<file path="config.mk">
export PLATFORM = sky130hd
export DESIGN_NAME = prog_loader
export DESIGN_NICKNAME = d
export VERILOG_FILES = /design/src/rtl/loader_pkg.sv /design/src/rtl/word_packer.sv /design/src/rtl/prog_loader.sv
export SDC_FILE = /design/constraint.sdc
export NUM_CORES = 1
export LEC_CHECK = 0
export ABC_AREA = 1
export BUFFER_PORTS_ARGS = -buffer_cell sky130_fd_sc_hd__buf_4
export CAP_MARGIN = 10
export CORE_MARGIN = 3
export CORE_UTILIZATION = 50
export DETAILED_ROUTE_END_ITERATION = 10
export HOLD_SLACK_MARGIN = 0.12
export PLACE_DENSITY = 0.75
export SLEW_MARGIN = 0
export SYNTH_ARGS = -nofsm -noshare
export SYNTH_HDL_FRONTEND = slang
export SYNTH_SLANG_ARGS = --single-unit
export TNS_END_PERCENT = 20
</file>
<file path="constraint.sdc">
create_clock -name clk -period 1.7 [get_ports clk]
set_clock_uncertainty 0.15 [all_clocks]
set_input_delay 0.085 -clock clk [delete_from_list [all_inputs] [get_ports clk]]
set_output_delay 0.085 -clock clk [all_outputs]
set_load 0.05 [all_outputs]
</file>
<file path="src/rtl/loader_pkg.sv">
// rtl/loader_pkg.sv - shared constants, state encoding and header check for the program loader
package loader_pkg;

    localparam int ADDR_W    = 10;
    localparam int MAX_WORDS = 1024;

    typedef enum logic [2:0] {
        ST_HDR0  = 3'd0,
        ST_HDR1  = 3'd1,
        ST_LOAD  = 3'd2,
        ST_WRITE = 3'd3,
        ST_RUN   = 3'd4,
        ST_ERR   = 3'd5
    } state_t;

    // A header is usable when it asks for at least one word and no more than fit in imem.
    function automatic logic hdr_valid(input logic [15:0] n);
        return (n != 16'd0) && (n <= 16'(MAX_WORDS));
    endfunction

endpackage

</file>
<file path="src/rtl/word_packer.sv">
// rtl/word_packer.sv - assembles four little-endian bytes into a 32-bit word
//
// Ports:
//   clk, rst      clock, asynchronous active-low reset
//   i_clear       restart lane counting at byte 0 (start of a new program)
//   i_load        a byte is accepted this cycle
//   i_data        the accepted byte
//   o_word        assembled word register
//   o_word_full   the byte accepted this cycle completes the word (lane 3)
module word_packer (
    input  logic        clk,
    input  logic        rst,
    input  logic        i_clear,
    input  logic        i_load,
    input  logic [7:0]  i_data,
    output logic [31:0] o_word,
    output logic        o_word_full
);

    logic [31:0] r_word;
    logic [1:0]  r_byte_idx;

    always_ff @(posedge clk or negedge rst) begin
        if (!rst) begin
            r_word     <= '0;
            r_byte_idx <= '0;
        end else if (i_clear) begin
            r_byte_idx <= '0;
        end else if (i_load) begin
            case (r_byte_idx)
                2'd0:    r_word[7:0]   <= i_data;
                2'd1:    r_word[15:8]  <= i_data;
                2'd2:    r_word[23:16] <= i_data;
                default: r_word[31:24] <= i_data;
            endcase
            // 2-bit counter wraps 3 -> 0 so the next word starts at lane 0
            r_byte_idx <= r_byte_idx + 2'd1;
        end
    end

    assign o_word      = r_word;
    assign o_word_full = i_load && (r_byte_idx == 2'd3);

endmodule

</file>
<file path="src/rtl/prog_loader.sv">
// rtl/prog_loader.sv - streams a counted program into instruction memory, then releases the CPU
//
// Ports:
//   clk, rst                  clock, asynchronous active-low reset
//   in_data/in_valid/in_ready byte stream from the host link
//   restart                   reload request, honoured only in RUN or ERR
//   imem_we/addr/wdata        one-cycle word write into instruction memory
//   cpu_rst                   holds the processor in reset until a program is loaded
//   done                      program loaded, processor running
//   err                       invalid word count received
module prog_loader
    import loader_pkg::*;
(
    input  logic              clk,
    input  logic              rst,
    input  logic [7:0]        in_data,
    input  logic              in_valid,
    output logic              in_ready,
    input  logic              restart,
    output logic              imem_we,
    output logic [ADDR_W-1:0] imem_addr,
    output logic [31:0]       imem_wdata,
    output logic              cpu_rst,
    output logic              done,
    output logic              err
);

    state_t            r_state;
    state_t            w_next;
    logic              r_active;
    logic [7:0]        r_count_lo;
    logic [ADDR_W-1:0] r_addr;
    logic [ADDR_W-1:0] r_last;

    logic              w_accept;
    logic [15:0]       w_hdr;
    logic              w_hdr_ok;
    logic              w_last_word;
    logic [31:0]       w_word;
    logic              w_word_full;

    // in_ready stays low until the first edge after reset is released.
    always_ff @(posedge clk or negedge rst) begin
        if (!rst) r_active <= 1'b0;
        else      r_active <= 1'b1;
    end

    assign in_ready = r_active &&
                      ((r_state == ST_HDR0) || (r_state == ST_HDR1) || (r_state == ST_LOAD));
    assign w_accept    = in_valid && in_ready;
    assign w_hdr       = {in_data, r_count_lo};
    assign w_hdr_ok    = hdr_valid(w_hdr);
    assign w_last_word = (r_addr == r_last);

    word_packer u_packer (
        .clk         (clk),
        .rst         (rst),
        .i_clear     (w_accept && (r_state == ST_HDR1)),
        .i_load      (w_accept && (r_state == ST_LOAD)),
        .i_data      (in_data),
        .o_word      (w_word),
        .o_word_full (w_word_full)
    );

    always_ff @(posedge clk or negedge rst) begin
        if (!rst) begin
            r_state <= ST_HDR0;
        end else begin
            r_state <= w_next;
        end
    end

    always_comb begin
        w_next = r_state;
        case (r_state)
            ST_HDR0:  if (w_accept) w_next = ST_HDR1;
            ST_HDR1:  if (w_accept) w_next = w_hdr_ok ? ST_LOAD : ST_ERR;
            ST_LOAD:  if (w_word_full) w_next = ST_WRITE;
            ST_WRITE: w_next = w_last_word ? ST_RUN : ST_LOAD;
            ST_RUN:   if (restart) w_next = ST_HDR0;
            ST_ERR:   if (restart) w_next = ST_HDR0;
            default:  w_next = ST_HDR0;
        endcase
    end

    // Header capture and word addressing. r_last holds N-1 so the
    // end-of-program test is a plain compare against the current address.
    always_ff @(posedge clk or negedge rst) begin
        if (!rst) begin
            r_count_lo <= '0;
            r_addr     <= '0;
            r_last     <= '0;
        end else begin
            if ((r_state == ST_HDR0) && w_accept) begin
                r_count_lo <= in_data;
            end
            if ((r_state == ST_HDR1) && w_accept) begin
                r_addr <= '0;
                if (w_hdr_ok) r_last <= ADDR_W'(w_hdr - 16'd1);
            end
            if ((r_state == ST_WRITE) && !w_last_word) begin
                r_addr <= r_addr + 1'b1;
            end
        end
    end

    assign imem_we    = (r_state == ST_WRITE);
    assign imem_addr  = r_addr;
    assign imem_wdata = w_word;
    assign done       = (r_state == ST_RUN);
    assign cpu_rst    = (r_state != ST_RUN);
    assign err        = (r_state == ST_ERR);

endmodule

</file>
After elaboration in Yosys (flattened, before gate mapping)

Index checks and enable logic that the tools add are counted.

Add/sub/neg operators: 3
$lt $le $gt $ge: 1
Eq/ne operators: 14
Mux-type cells: 11
Bitwise operators: 2
Reductions and logical operators: 24

Operator list:

| operator                                                                           | number |
|---|---|
| 10-bit 2-to-1 mux                                                                  | 2 |
| 3-bit 2-to-1 mux                                                                   | 6 |
| 16-bit by 11-bit less-or-equal comparator with 1-bit output, second input constant | 1 |
| 16-bit nonzero test                                                                | 1 |
| 3-bit one-hot mux with 5 select lines                                              | 1 |
| 3-bit AND reduction                                                                | 4 |
| 10-bit by 1-bit adder with 10-bit output, second input constant                    | 1 |
| 10-bit == test                                                                     | 1 |
| 10-bit by 1-bit subtractor with 10-bit output, second input constant               | 1 |
| 1-bit logical AND                                                                  | 8 |
| 3-bit by 2-bit == test with 1-bit output, second input constant                    | 2 |
| 3-bit == test, second input constant                                               | 2 |
| 2-bit == test, second input constant                                               | 2 |
| 2-bit 2-to-1 mux                                                                   | 2 |
| 2-bit by 1-bit inequality test with 1-bit output, second input constant            | 2 |
| 2-bit inequality test, second input constant                                       | 2 |
| 4-bit AND reduction                                                                | 1 |
| 2-bit nonzero test                                                                 | 2 |
| 3-bit by 1-bit == test with 1-bit output, second input constant                    | 1 |
| 3-bit logical NOT                                                                  | 1 |
| 3-bit inequality test, second input constant                                       | 1 |
| 3-bit OR reduction                                                                 | 1 |
| 2-bit by 1-bit adder with 2-bit output, second input constant                      | 1 |
| 2-bit by 1-bit == test with 1-bit output, second input constant                    | 1 |
| other kinds (6)                                                                    | 8 |

Register bits: 66
Input port bits: 12
Output and inout port bits: 47
Word-level logic and storage cells: 65

Longest topological paths before layout

Depth after elaboration: 9
Mapped depth: 11

Modules after synthesis

From an unflattened synthesis, not the netlist that was laid out.

Cells, all modules: 428
Area total of the unflattened synthesis: 3460.8 um^2

Modules (own cells, without submodules):

| module      | times used | cells each | area an instance (um^2) |
|---|---|---|---|
| prog_loader | 1          | 266        | 1960.6 |
| word_packer | 1          | 162        | 1500.2 |

Least setup slack after synthesis

No wires, ideal clock.

Kind: register -> register
Start point: register r_state[0]
End point: register r_addr[0], in the netlist imem_addr[0]
Setup time: 0.152 ns
Arrival: 1.784 ns
Required time: 1.398 ns
Slack: -0.386 ns
Stages on the path, launching flop included: 8
Path buffers: 1
Clock period less this slack: 2.086 ns
Path through: dfrtp_1 nand2_1 nor2_1 inv_1 o21bai_4 buf_6 nand3_1 o21ai_0

Elaborated cells between the ends (all ways): 12
Those cells by class: eq/ne: 3; mux: 1; reduce/logical: 8

RTL lines:

| what                                                    | RTL line           | text |
|---|---|---|
| start, declared                                         | prog_loader.sv:28  | `state_t r_state;` |
| start signal, assigned                                  | prog_loader.sv:69  | `r_state <= w_next;` |
| 3-bit by 2-bit == test with 1-bit output *              | --                 |  |
| net imem_we                                             | prog_loader.sv:20  | `output logic imem_we,` |
| 1-bit logical AND *                                     | prog_loader.sv:101 | `if ((r_state == ST_WRITE) && !w_last_word) begin` |
| 10-bit 2-to-1 mux or 2-bit nonzero test (tied branches) | --                 |  |
| end signal, assigned                                    | prog_loader.sv:102 | `r_addr <= r_addr + 1'b1;` |
| end, declared                                           | prog_loader.sv:32  | `logic [ADDR_W-1:0] r_addr;` |

The timed path passes the listed nets; every way through them passes the cells marked *.
A chain may end at the register's enable or synchronous reset.

Worst setup path after layout

Start point: register r_state[0]
End point: register r_last[8]

Word-level cells in the longest chain between the ends: 7
Elaborated cells between the ends (all ways): 9
Those cells by class: eq/ne: 2; reduce/logical: 7

RTL lines:

| what                                                                          | RTL line                             | text |
|---|---|---|
| 3-bit by 1-bit == test with 1-bit output or 3-bit logical NOT (tied branches) | prog_loader.sv:49, prog_loader.sv:97 |  |
| 1-bit logical OR (2 in a row)                                                 | prog_loader.sv:49                    | `((r_state == ST_HDR0) \|\| (r_state == ST_HDR1) \|\| (r_state == ST_LOAD));` |
| 1-bit logical AND                                                             | prog_loader.sv:48                    | `assign in_ready = r_active &&` |
| 1-bit logical AND                                                             | prog_loader.sv:50                    | `assign w_accept = in_valid && in_ready;` |
| 1-bit logical AND *                                                           | prog_loader.sv:97                    | `if ((r_state == ST_HDR1) && w_accept) begin` |
| 2-bit AND reduction (no source line) *                                        | --                                   |  |
| end signal, assigned                                                          | prog_loader.sv:99                    | `if (w_hdr_ok) r_last <= ADDR_W'(w_hdr - 16'd1);` |
| end, declared                                                                 | prog_loader.sv:33                    | `logic [ADDR_W-1:0] r_last;` |

Mark *: on every way between the ends. The rest lies on a longest branch, timed or not.

==> flow_metrics.env <==
export IMPL_status="complete, but fails checks"
export IMPL_violations="setup timing"
export IMPL_yosysTopAreaCell="dfrtp_1"
export IMPL_synth_area_leaders="dfrtp_1 50%, nand2_1 13%, inv_1 5.2%"
export IMPL_drv_cap=0
export IMPL_finalSetupTns_ps=-116
export IMPL_core_sq_um=6390
export IMPL_drc=0
export IMPL_power_density_nw_per_um2=1180
export IMPL_dp_hpwl_microns=5620
export IMPL_syn_to_final_growth_pct=39.5
export IMPL_cts_root_buf="clkbuf_8"
export IMPL_layout_drive_gt1_share=0.341
export IMPL_die_area_sq_um=7660
export IMPL_layout_setup_ws_ps=-39.9
export IMPL_yosys_warnings=0
export IMPL_antenna_found_initial=0
export IMPL_diodes=0
export IMPL_cts_buffers=9
export IMPL_syn_nets=414
export IMPL_path_class="reg2reg"
export IMPL_mostFrequentLayoutCell="nand2_1"
export IMPL_crit_slowest_cell="dfrtp_2"
export IMPL_cts_tree="built"
export IMPL_ant_nets=0
export IMPL_ys_types=28
export IMPL_drt_first_iter_violations=151
export IMPL_first_pass_iters=4
export IMPL_p_total_uw=5480
export IMPL_rsz0062_at_grt="yes"
export IMPL_grt_pass1_wl_microns=12800
export IMPL_place_congestion=0.873
export IMPL_die_w_microns=87.5
export IMPL_grt_start_max_net_pins=41
export IMPL_crit_required_ps=1810
export IMPL_synth_seq_cells=66
export IMPL_critical_path_endpoint_type="flip-flop"
export IMPL_port_buffers=58
export IMPL_wl_per_cell_microns=14.7
export IMPL_path_buf_inv=2
export IMPL_cts_sinks=66
export IMPL_setup_viol=6
export IMPL_path_max_fanout=10
export IMPL_cpLargestDelayFamily="simple AND/OR/NAND/NOR gates"
export IMPL_p_leak_uw=0.00226
export IMPL_syn_avg_cell_area_sq_um=8.41
export IMPL_arrival_ps=1850
export IMPL_timing_hold_ws_ps=288
export IMPL_grt_total_usage=0.216
export IMPL_period_share=1.02
export IMPL_fin_nets=524
export IMPL_syn_cell_area_sq_um=3320
export IMPL_ys_seq_area_frac=0.497
export IMPL_rows=29
export IMPL_maxSlewViolCount=0
export IMPL_final_cell_mix="112 x nand2_1, 86 x buf_4, 55 x dfrtp_1, 41 x inv_1, 30 x o21ai_1"
export IMPL_ir_drop_uv=596
export IMPL_io_pins=59
export IMPL_worstHoldPathType="in2reg"
export IMPL_routed_wl_microns=8620
export IMPL_placed_area_sq_um=4060
export IMPL_fin_area_sq_um=4630
export IMPL_die_y_microns=87.5
export IMPL_clk_pin_slew_worst_paths_ps=80
export IMPL_clk_path_buf_depth=2
export IMPL_first_global_vias=2744
export IMPL_yosysTopAreaCellShare=0.497
export IMPL_final_hold_viol_count=0
export IMPL_fmax_mhz=575
export IMPL_vias=3034
export IMPL_cp_cell_sequence="nand2_2 -> and3_4 -> nand2_4 -> inv_1 -> nand2_1 -> nor2_4 -> buf_6 -> nand2_1 -> o21ai_0"
export IMPL_viasPerCell=5.17
export IMPL_crit_path_max_incr_delay_ps=450
export IMPL_insertion_delay_ps=350
export IMPL_grt_overflow_total=0
export IMPL_cp_start_kind="flip-flop"
export IMPL_start_util=0.520
export IMPL_layout_min_cycle_time_ps=1740
export IMPL_synth_cells=395
export IMPL_cts_htree_levels=3
export IMPL_cpMostUsedCell="nand2_1"
## power by group
part,internal [uW],leakage (uW),switching (uW),total [uW]
Combinational,869,0.00133,1280,2150
Sequential,1790,0.000837,203,2000
Clock,686,0.0000921,653,1340
Total,3350,0.00226,2130,5480
## cell type report
| cell class | instances | area, sq um |
|---|---|---|
| clock buffer | 9 | 124 |
| clock inverter | 7 | 78.8 |
| fill | 467 | 1750 |
| inverter | 47 | 179 |
| multi-input combinational | 275 | 1600 |
| sequential | 66 | 1670 |
| tap | 77 | 96.3 |
| timing repair buffer | 106 | 891 |
## sequential cells by signal, summed over array words and instances (netlist names)
| name | cells |
|---|---|
| u_packer.o_word | 32 |
| imem_addr | 10 |
| r_last | 10 |
| r_count_lo | 8 |
| r_state | 3 |
| u_packer.r_byte_idx | 2 |
| r_active | 1 |
## through the flow
stage	util	worst slack, ps	cells
finish	0.726	-39.9	587
CTS	0.688	-17.2	572
global placement	0.636	30.7	544
global route	0.726	-159	587
detailed placement	0.636	-14.7	544
floorplan	-	-54.7	395
## worst min-delay path: cells and delay by family
family | cells | cell delay [ps]
and+or+nand+nor | 8 | 590
buffers and inverters | 1 | 80
## synth_stat cells (all sizes together)
cell type and n:
nand2 121, or2 1, ha 7, and3 1, a21oi 2, xor2 10
nand3b 1, nand4 3, buf 10, inv 47, o21ai 61, conb 1
nand3 24, dfrtp 66, o21bai 1, and2 1, nor2 28, o211ai 1
xnor2 5, nor3 4
## metal layers
layer / up-vias / GRT usage / routed length, microns / part of all wire
li1: 1477 / - / - / -
met1: 1425 / 0.279 / 3560 / 0.41
met2: 107 / 0.347 / 4320 / 0.50
met3: 25 / 0.0407 / 455 / 0.053
met4: 0 / 0.112 / 287 / 0.033
met5: - / 0 / 0 / 0
## logic make-up after synthesis
logic type / Yosys count / synth area share
AO/OA/AOI/OAI: 65 / 0.111
XOR/XNOR: 15 / 0.0395
adder cells (fa/ha/maj): 7 / 0.0264
buffers and inverters: 57 / 0.0776
flip-flops: 66 / 0.497
other: 1 / 0.00113
AND/OR/NAND/NOR: 184 / 0.248
## timing repair
item,4_1_cts,5_1_grt
pin swaps,1,9
gates cloned,0,5
resized for setup,3,34
endpoints found under the hold margin,112,0
hold buffers,12,0
endpoints found under the setup margin,14,48
setup buffers,0,10
## worst paths after layout
path	endpoint	slack (ps)	depth (start not counted)	startpoint
min reg2reg	u_packer.o_word[1]	350	2	u_packer.o_word[1]
max in group asynchronous	r_count_lo[6]	290	4	rst
max	r_last[8]	-40	9	r_state[0]
min	r_state[0]	290	9	in_data[7]
max reg2reg	r_last[8]	-40	9	r_state[0]
min in group asynchronous	imem_addr[6]	580	3	rst
Power figures use the tool's default switching activity.
